`config.mk`:
```
export PLATFORM = sky130hd
export DESIGN_NAME = i2c_slave
export DESIGN_NICKNAME = d
export VERILOG_FILES = /design/src/rtl/i2c_slave.sv
export SDC_FILE = /design/constraint.sdc
export NUM_CORES = 1
export LEC_CHECK = 0
export ABC_CLOCK_PERIOD_IN_PS = 3050
export CAP_MARGIN = 10
export CORE_UTILIZATION = 54
export CTS_CLUSTER_DIAMETER = 80
export CTS_CLUSTER_SIZE = 14
export DETAILED_ROUTE_END_ITERATION = 12
export PLACE_DENSITY = 0.78
export SYNTH_ARGS = -nofsm -noshare
export SYNTH_HDL_FRONTEND = slang
export SYNTH_SLANG_ARGS = --single-unit
```
`constraint.sdc`:
```
create_clock -name clk -period 3.05 [get_ports clk]
set_clock_uncertainty 0.15 [all_clocks]
set_input_delay 0.61 -clock clk [delete_from_list [all_inputs] [get_ports clk]]
set_output_delay 0.61 -clock clk [all_outputs]
set_load 0.01 [all_outputs]
```
`src/rtl/i2c_slave.sv`:
```
// i2c_slave: I2C target with fixed 7-bit address, byte sink on master write and byte source on master read
module i2c_slave #(
  parameter logic [6:0] SLAVE_ADDR = 7'h42,
  parameter int SYNC_STAGES = 2
) (
  input  logic       clk,
  input  logic       reset,
  input  logic       scl,
  input  logic       sda_i,
  output logic       sda_oe,
  output logic [7:0] wr_data,
  output logic       wr_valid,
  input  logic [7:0] rd_data,
  output logic       rd_req,
  output logic       busy
);
  localparam logic [2:0] IDLE = 3'd0, ADDR = 3'd1, ACK_ADDR = 3'd2, WRITE = 3'd3,
                         ACK_WRITE = 3'd4, READ = 3'd5, READ_ACK = 3'd6, WAIT_STOP = 3'd7;
  logic [SYNC_STAGES-1:0] scl_q, sda_q;
  logic       scl_s, sda_s, scl_p, sda_p, scl_rise, scl_fall, start, stop, load, match, rw;
  logic [2:0] state;
  logic [3:0] cnt;
  logic [7:0] sr;
  assign scl_s    = scl_q[SYNC_STAGES-1];
  assign sda_s    = sda_q[SYNC_STAGES-1];
  assign scl_rise = scl_s & ~scl_p;
  assign scl_fall = ~scl_s & scl_p;
  assign start    = scl_s & sda_p & ~sda_s;
  assign stop     = scl_s & ~sda_p & sda_s;
  assign match    = sr[7:1] == SLAVE_ADDR;
  assign load     = scl_fall & ((state == ACK_ADDR & rw) | (state == READ_ACK & cnt[0]));
  always_ff @(posedge clk or posedge reset)
    if (reset) begin
      scl_q <= '1;
      sda_q <= '1;
      scl_p <= 1'b1;
      sda_p <= 1'b1;
    end else begin
      scl_q <= {scl_q[SYNC_STAGES-2:0], scl};
      sda_q <= {sda_q[SYNC_STAGES-2:0], sda_i};
      scl_p <= scl_s;
      sda_p <= sda_s;
    end
  always_ff @(posedge clk or posedge reset)
    if (reset) begin
      state    <= IDLE;
      cnt      <= '0;
      sr       <= '0;
      rw       <= 1'b0;
      sda_oe   <= 1'b0;
      wr_data  <= '0;
      wr_valid <= 1'b0;
      rd_req   <= 1'b0;
      busy     <= 1'b0;
    end else begin
      wr_valid <= 1'b0;
      rd_req   <= load;
      if (stop) begin
        state  <= IDLE;
        sda_oe <= 1'b0;
        busy   <= 1'b0;
        cnt    <= '0;
      end else if (start) begin
        state  <= ADDR;
        sda_oe <= 1'b0;
        cnt    <= '0;
      end else if (load) begin
        sr     <= rd_data;
        sda_oe <= ~rd_data[7];
        cnt    <= 4'd1;
        state  <= READ;
      end else
        case (state)
          ADDR:
            if (scl_rise && !cnt[3]) begin
              sr  <= {sr[6:0], sda_s};
              cnt <= cnt + 4'd1;
            end else if (scl_fall && cnt[3]) begin
              rw     <= sr[0];
              busy   <= match;
              sda_oe <= match;
              state  <= match ? ACK_ADDR : WAIT_STOP;
            end
          ACK_ADDR, ACK_WRITE:
            if (scl_fall) begin
              sda_oe <= 1'b0;
              cnt    <= '0;
              state  <= WRITE;
            end
          WRITE:
            if (scl_rise && !cnt[3]) begin
              sr  <= {sr[6:0], sda_s};
              cnt <= cnt + 4'd1;
              if (cnt == 4'd7) begin
                wr_data  <= {sr[6:0], sda_s};
                wr_valid <= 1'b1;
              end
            end else if (scl_fall && cnt[3]) begin
              sda_oe <= 1'b1;
              state  <= ACK_WRITE;
            end
          READ:
            if (scl_fall) begin
              sr     <= {sr[6:0], 1'b0};
              sda_oe <= cnt[3] ? 1'b0 : ~sr[6];
              cnt    <= cnt[3] ? 4'd0 : cnt + 4'd1;
              state  <= cnt[3] ? READ_ACK : READ;
            end
          READ_ACK:
            if (scl_rise) begin
              if (sda_s) state <= WAIT_STOP;
              else cnt <= 4'd1;
            end
          default: ;
        endcase
    end
endmodule

```
### Yosys cells after proc, flatten, opt, wreduce, memory -nomap -nowiden

Cells that the tools add are included.

| word-level totals | value |
|---|---|
| register bits | 34 |
| bits of input ports | 12 |
| output and inout bits | 12 |
| word-level logic and storage cells | 124 |

| operators by class | value |
|---|---|
| add/subtract/negate cells | 1 |
| equal/unequal tests | 23 |
| multiplexer cells | 49 |
| bitwise logic cells | 20 |
| reduce and logical (&&, ||, !) cells | 18 |

Operator list:

| kind | count |
|---|---|
| 5-bit inequality test, second input constant | 9 |
| 3-bit two-way mux | 12 |
| 4-bit two-way mux | 9 |
| 8-bit two-way mux | 3 |
| 1-bit two-way mux | 20 |
| 6-bit AND reduction | 3 |
| 4-bit one-hot mux with 4 select lines | 1 |
| 8-bit one-hot mux with 2 select lines | 1 |
| 3-bit one-hot mux with 5 select lines | 1 |
| 7-bit nonzero test | 2 |
| 1-bit NOT | 10 |
| 5-bit AND reduction | 2 |
| 1-bit AND | 9 |
| 3-bit == test, second input constant | 3 |
| 9-bit AND reduction | 1 |
| 8-bit nonzero test | 1 |
| 7-bit == test, second input constant | 1 |
| 7-bit AND reduction | 1 |
| 3-bit by 2-bit == test with 1-bit output, second input constant | 2 |
| 5-bit by 1-bit inequality test with 1-bit output, second input constant | 1 |
| 4-bit by 1-bit adder with 4-bit output, second input constant | 1 |
| 4-bit by 3-bit == test with 1-bit output, second input constant | 1 |
| 2-bit inequality test, second input constant | 2 |
| 1-bit one-hot mux with 4 select lines | 1 |
| other kinds (11) | 14 |

### Depth between registers and ports, before layout

Gate-level depths: netlist (run 1).

| depth | value |
|---|---|
| depth in word-level cells | 9 |
| gate-level depth with buffers | 7 |
| mapped depth without buffers | 6 |

### Worst setup path before layout (run 1)

Ideal clock, no wire load.

| timing | value |
|---|---|
| path kind | reg-to-reg |
| start point | register scl_q[1] |
| end point | register wr_data[0] |
| library setup time | 128 ps |
| data arrival time | 1,583 ps |
| data required time | 2,772 ps |
| setup slack | 1,189 ps |
| stages on the path, launching flop included | 6 |
| buffers on the path | 1 |
| clock period less this slack | 1,861 ps |
| cells stage by stage | dfstp_2 > buf_6 > nor3b_2 > and3_1 > nand4_4 > mux2_1 |

| between the ends | value |
|---|---|
| cells in the longest elaborated chain, start to end | 5 |
| elaborated cells between the ends (all ways) | 13 |
| those cells by class | bitwise (11); reduce/logical (2) |

RTL lines:

| element | RTL line | RTL |
|---|---|---|
| start: declaration | 19 | `logic [SYNC_STAGES-1:0] scl_q, sda_q;` |
| start signal: assignment | 39 | `scl_q <= {scl_q[SYNC_STAGES-2:0], scl};` |
| 1-bit NOT | 27 | `assign scl_fall = ~scl_s & scl_p;` |
| 1-bit AND | 27 |  |
| 1-bit AND | 31 | `assign load = scl_fall & ((state == ACK_ADDR & rw) \| (state == READ_ACK & cnt[0]));` |
| 1-bit NOT (no line) | - |  |
| 6-bit AND reduction (no line) * | - |  |
| end signal: assignment | 95 | `wr_data <= {sr[6:0], sda_s};` |
| end: declaration | 11 | `output logic [7:0] wr_data,` |

Mark *: on every way between the ends. The rest lies on a longest branch, timed or not.
A chain may end at the register's enable or synchronous reset.

### Worst setup path in the final report (run 1)

| timing | value |
|---|---|
| start point | register state[2] |
| end point | register sr[5] |

| between the ends | value |
|---|---|
| cells in the longest elaborated chain, start to end | 6 |
| elaborated cells between the ends (all ways) | 16 |
| those cells by class | eq/ne (7); mux (2); bitwise (4); reduce/logical (3) |

RTL lines:

| element | RTL line | RTL |
|---|---|---|
| start: declaration | 21 | `logic [2:0] state;` |
| start signal: assignment | 82 | `state <= match ? ACK_ADDR : WAIT_STOP;` |
| start signal: assignment | 107 | `state <= cnt[3] ? READ_ACK : READ;` |
| 3-bit by 2-bit == test with 1-bit output / 3-bit == test (equally long branches) | 31 |  |
| 1-bit AND | 31 |  |
| 1-bit bitwise OR | 31 |  |
| 1-bit AND | 31 |  |
| 3-bit inequality test (no line) (tied with other cells) | - |  |
| 5-bit AND reduction (no line) | - |  |
| end signal: assignment | 68 | `sr <= rd_data;` |
| end signal: assignment | 76 | `sr <= {sr[6:0], sda_s};` |
| end signal: assignment | 92 | `sr <= {sr[6:0], sda_s};` |
| end: declaration | 23 | `logic [7:0] sr;` |

Several ways; a longest one is shown, not always the timed one.

==> flow_summary.json, run 1 <==
{
  "fmaxAchievable_mhz": 419.6,
  "numCtsBuffers": 5,
  "synth_area_leader_cell": "dfrtp_1",
  "gr-total-overflow": 0,
  "worstMarginPinSlew_ps": 678.8,
  "grt_pass1_wl_microns": 6147,
  "fill_cells": 266,
  "stdcell_count": 236,
  "met3RoutedLength_microns": 216,
  "synth_cells": 167,
  "die_w_microns": 60.42,
  "cts_num_sinks": 34,
  "drv_slew": 0,
  "io_pins": 24,
  "dpl.cell_count": 228,
  "dieArea_sq_um": 3651,
  "rsz0062_at_grt": "no",
  "status": "finished clean",
  "m1WireLength_microns": 1717,
  "ff2ff_path_depth": 5,
  "yosysUniqueCellTypes": 54,
  "dpl.hpwl_microns": 2838,
  "relSlewSlack_pct": 54.75,
  "grt_max_degree": 22,
  "synth-edff-count": 0,
  "final_area_sq_um": 2171,
  "grt_usage_pct": 23.76,
  "tns_ps": 0,
  "finalCritPeriodShare_pct": 78.13,
  "yosys-top-cells-area": "dfrtp_1 (38%), dfstp_2 (8.6%), mux2i_1 (6.0%), mux2_2 (3.7%), nand2_1 (3.5%)",
  "yosys.area_share.simple_pct": 16.77,
  "place_congestion": 0.9203,
  "finalSetupViolations": 0,
  "vias_per_cell": 5.674,
  "syn-num-nets": 181,
  "critPathRequiredTime_ps": 3090,
  "num_vias": 1339,
  "crit_type": "reg -> reg",
  "insertion_delay_ps": 330,
  "critPathBufInv": 0,
  "rows": 20,
  "postSynthAreaPerCell_sq_um": 11.04,
  "start_kind": "flip-flop",
  "die_h_microns": 60.42,
  "clk_path_buf_depth": 2,
  "cts_tree": "built",
  "yosys_warnings": 0,
  "netlist_area_sq_um": 1843,
  "nNetsFinal": 205,
  "peakVddDrop_uv": 349.3,
  "crit_path_max_fanout": 21,
  "core_area_sq_um": 3153,
  "synth_top_family_by_area": "compound AO/OA/AOI/OAI gates",
  "n_antenna_cell": 0,
  "drtAntennaViolNets": 0,
  "worstPathCellList": "mux2i_1 -> nor3_4 -> o221ai_2 -> nand2_1 -> o21ai_1",
  "hold_depth": 0,
  "top_layer": "met4",
  "ys_seq_elements": 34,
  "leakage_nw": 0.9365,
  "cp-end-kind": "flip-flop",
  "fin_crit_ps": 2383,
  "drtPass1Iterations": 4,
  "synth-xor-area-share_pct": 0.4752,
  "cts_resized": 0,
  "critPathMaxStageDelay_ps": 770,
  "power_density_nw_per_um2": 662.4,
  "crit_slowest_cell": "dfrtp_1",
  "fin_util_pct": 68.85,
  "final_hold_viol_count": 0,
  "ctsHoldBuffers": 0,
  "placed_area_sq_um": 2096,
  "cts-htree-levels": 2,
  "whs_ps": 215.6,
  "synth_mux_area_share_pct": 11.68,
  "yosysSeqAreaShare_pct": 46.57,
  "cp_top_family": "flip-flops",
  "drc": 0,
  "synthAdderAreaFrac_pct": 1.358,
  "grt_pass1_vias": 1250,
  "io_buffers": 23,
  "clk_pin_slew_ps": 100,
  "ys.flop_type": "dfrtp_1",
  "critical_path_arrival_ps": 2430,
  "hp-class": "reg -> reg",
  "yosysMostFrequentCell": "dfrtp_1",
  "initial_core_util_pct": 58.45,
  "routed_wl_microns": 3836,
  "synth_top_area_share_pct": 38.02,
  "crit_cells": 5,
  "synth_commonest_cells": "dfrtp_1 (28), nand2_1 (17), mux2i_1 (11)",
  "synth_compound_area_share_pct": 18.67,
  "cap_violations": 0,
  "drive_above_1_share_pct": 16.15,
  "async_flop_share_pct": 100.0,
  "clockRootBuffer": "clkbuf_4",
  "postCtsSetupBuffers": 0,
  "drtIter0Drc": 62,
  "area_growth_pct": 17.79,
  "antenna_found_initial": 0,
  "wl_per_cell_microns": 16.25,
  "met2_length_microns": 1833
}
==> power by group <==
group,switching (mW),leakage (nW),internal [mW]
clock,0.144,0.0395,0.174
combinational,0.247,0.457,0.200
sequential,0.139,0.440,0.534
total,0.530,0.937,0.908
==> registers in the layout, indices dropped and copies added (netlist names), 2 cells and up <==
signal,count
cnt,4
scl_q,2
sda_q,2
sr,8
state,3
wr_data,8
==> area by class of cell <==
cell class	count	area [sq um]	share of cell area [%]
tap	44	55.05	2.536
sequential	34	858.3	39.54
clock inverter	1	30.03	1.383
timing repair buffer	25	257.7	11.87
multi-input combinational	119	902.1	41.56
inverter	6	22.52	1.037
clock buffer	7	45.04	2.075
==> routing by layer <==
layer,up-vias,track usage (%)
met1,626,32.83
met5,-,0
li1,663,-
met3,7,6.183
met2,43,35.16
met4,0,10.71
==> worst reg2reg max path: cells and delay by family (launching register included) <==
| kind | cells | cell delay (ps) |
|---|---|---|
| AND/OR/NAND/NOR | 2 | 630 |
| multiplexers | 1 | 220 |
| AO/OA/AOI/OAI | 2 | 480 |
| flip-flops | 1 | 770 |
==> through the flow <==
step	total power, mW	setup WS, ps
floorplan	1.028	1189
global placement	1.114	759.8
detailed placement	1.126	691.4
CTS	1.448	671.7
global route	1.542	439.9
finish	1.438	667.1
==> cells by family after synthesis <==
group	after synthesis
and+or+nand+nor	49
AOI/OAI and AO/OA	47
DFF	34
muxes	20
buffers and inverters	14
adders and majority gates	2
xor gates and xnor gates	1
==> cell usage in the layout, fill, tap and decap left out, drive strengths merged, types with 4 or more instances in the layout <==
cell type       n
a21oi           7
clkbuf          7
clkdlybuf4s50  23
dfrtp          28
dfstp           6
inv             6
mux2            9
mux2i          11
nand2          17
nand2b          5
nor2            4
nor2b           6
o21ai          19
==> path summary, 6_finish.rpt <==
kind / start / to / slack [ps]
max: state[2] / sr[5] / 670
min: scl_q[0] / scl_q[1] / 220
max reg2reg: state[2] / sr[5] / 670
min reg2reg: scl_q[0] / scl_q[1] / 220
max in group asynchronous: reset / sda_q[0] / 1670
min in group asynchronous: reset / state[1] / 480
(Power assumes the default switching activity.)
==> run 2: changes to the inputs <==
==> config.mk (replaced) <==
export PLATFORM = sky130hd
export DESIGN_NAME = i2c_slave
export DESIGN_NICKNAME = d
export VERILOG_FILES = /design/src/rtl/i2c_slave.sv
export SDC_FILE = /design/constraint.sdc
export NUM_CORES = 1
export LEC_CHECK = 0
export ABC_CLOCK_PERIOD_IN_PS = 2130
export CAP_MARGIN = 10
export CORE_UTILIZATION = 49
export CTS_CLUSTER_DIAMETER = 80
export CTS_CLUSTER_SIZE = 14
export DETAILED_ROUTE_END_ITERATION = 12
export PLACE_DENSITY = 0.75
export SYNTH_ARGS = -nofsm -noshare
export SYNTH_HDL_FRONTEND = slang
export SYNTH_SLANG_ARGS = --single-unit
==> constraint.sdc (replaced) <==
create_clock -name clk -period 2.13 [get_ports clk]
set_clock_uncertainty 0.15 [all_clocks]
set_input_delay 0.426 -clock clk [delete_from_list [all_inputs] [get_ports clk]]
set_output_delay 0.426 -clock clk [all_outputs]
set_load 0.01 [all_outputs]
==> flow_summary.json, run 2 (same netlist as run 1, synthesis figures left out) <==
{
  "crit_type": "reg -> reg",
  "fin_crit_ps": 2006,
  "finalCritPeriodShare_pct": 94.16,
  "worst_slack_ps": 124.5,
  "grt_pass1_wl_microns": 6768,
  "cts-htree-levels": 2,
  "hold_start": "scl_q[0]",
  "status": "finished clean",
  "r2r-start": "scl_p",
  "cts_resized": 0,
  "wl_per_cell_microns": 16.43,
  "grt_max_degree": 35,
  "die_h_microns": 63.33,
  "layout_commonest_cell": "dfrtp_1",
  "startpoint": "scl_p",
  "fill_cells": 287,
  "regArea_sq_um": 858.3,
  "clockRootBuffer": "clkbuf_8",
  "crit_path_max_fanout": 16,
  "drv_slew": 0,
  "num_vias": 1449,
  "cp-end-kind": "flip-flop",
  "dpl.hpwl_microns": 3058,
  "worstMarginPinSlew_ps": 472.6,
  "dieArea_sq_um": 4011,
  "area_growth_pct": 24.03,
  "leakage_nw": 1.002,
  "drtAntennaViolNets": 0,
  "core_area_sq_um": 3468,
  "hp-class": "reg -> reg",
  "rows": 21,
  "die_w_microns": 63.33,
  "drtPass1Iterations": 5,
  "io_buffers": 23,
  "cap_violations": 0,
  "gr-total-overflow": 0,
  "top_regs": "sr x8, wr_data x8, cnt x4",
  "clk_path_buf_depth": 2,
  "cts_num_sinks": 34,
  "final_cell_mix": "dfrtp_1 (28), clkdlybuf4s50_1 (23), nand2_1 (17), buf_4 (14), mux2i_1 (11)",
  "routed_wl_microns": 4108,
  "insertion_delay_ps": 280,
  "whs_ps": 206.8,
  "antenna_found_initial": 0,
  "critPathRequiredTime_ps": 2140,
  "start_kind": "flip-flop",
  "drtIter0Drc": 29,
  "power_density_nw_per_um2": 959.4,
  "multi_input_area_sq_um": 925.9,
  "ctsHoldBuffers": 0,
  "initial_core_util_pct": 53.14,
  "io_pins": 24,
  "peakVddDrop_uv": 483.5,
  "numCtsBuffers": 5,
  "relSlewSlack_pct": 68.50,
  "place_congestion": 0.8393,
  "cts_tree": "built",
  "fmaxAchievable_mhz": 498.6,
  "final_hold_viol_count": 0,
  "postCtsSetupBuffers": 0,
  "clk_pin_slew_ps": 70,
  "grt_usage_pct": 22.20,
  "grt_pass1_vias": 1430,
  "finalSetupViolations": 0,
  "post-place-ws_ps": 106.3,
  "n_antenna_cell": 0,
  "vias_per_cell": 5.796,
  "critical_path_arrival_ps": 2010,
  "drc": 0,
  "drive_above_1_share_pct": 22.06,
  "nNetsFinal": 217
}
## run 2: final timing paths
path                            end  slack, ps  cells after the start
max reg2reg                   sr[0]        120                      5
min reg2reg                scl_q[1]        210                      0
max in group asynchronous     scl_p       1120                      3
max                           sr[0]        120                      5
min in group asynchronous      busy        380                      3
min                        scl_q[1]        210                      0
## run 2: where the power goes
group | switching, mW | internal [mW] | leakage [nW] | total, mW
Clock | 0.226 | 0.230 | 0.0452 | 0.456
Combinational | 0.463 | 0.365 | 0.516 | 0.827
Sequential | 0.142 | 0.768 | 0.440 | 0.910
## run 2: layout make-up
type,instances,area share (%)
clock inverters,2,0.6021
inverters,6,0.9852
clock buffers,6,3.175
repair buffers,37,14.67
multi-input cells,119,40.50
well taps,46,2.518
flip-flops and latches,34,37.55
## run 2: layer usage
metal,share of wire (%),global-route usage [%],up-vias
li1,-,-,692
met1,44,29.54,706
met2,49,35.24,45
met3,5.4,5.254,6
met4,1.1,7.670,0
met5,0,0,-
## run 2: critical path, cell delays in order, from the launching register on
cell and delay [ps]:
dfstp_2 620, or3b_1 390, a21oi_1 250, o221ai_4 250, nand2_1 160, o21ai_2 70
## run 2: stage by stage
step	instances	area (sq um)	setup TNS [ps]	util [%]	power (mW)
3_3_place_gp	242	2176	0	62.73	1.676
4_1_cts	250	2262	0	65.22	2.179
5_1_grt	250	2286	-13.76	65.91	2.336
6_report	250	2286	0	65.91	2.193
2_1_floorplan	167	1843	0	-	1.472
3_5_place_dp	242	2176	0	62.73	1.713
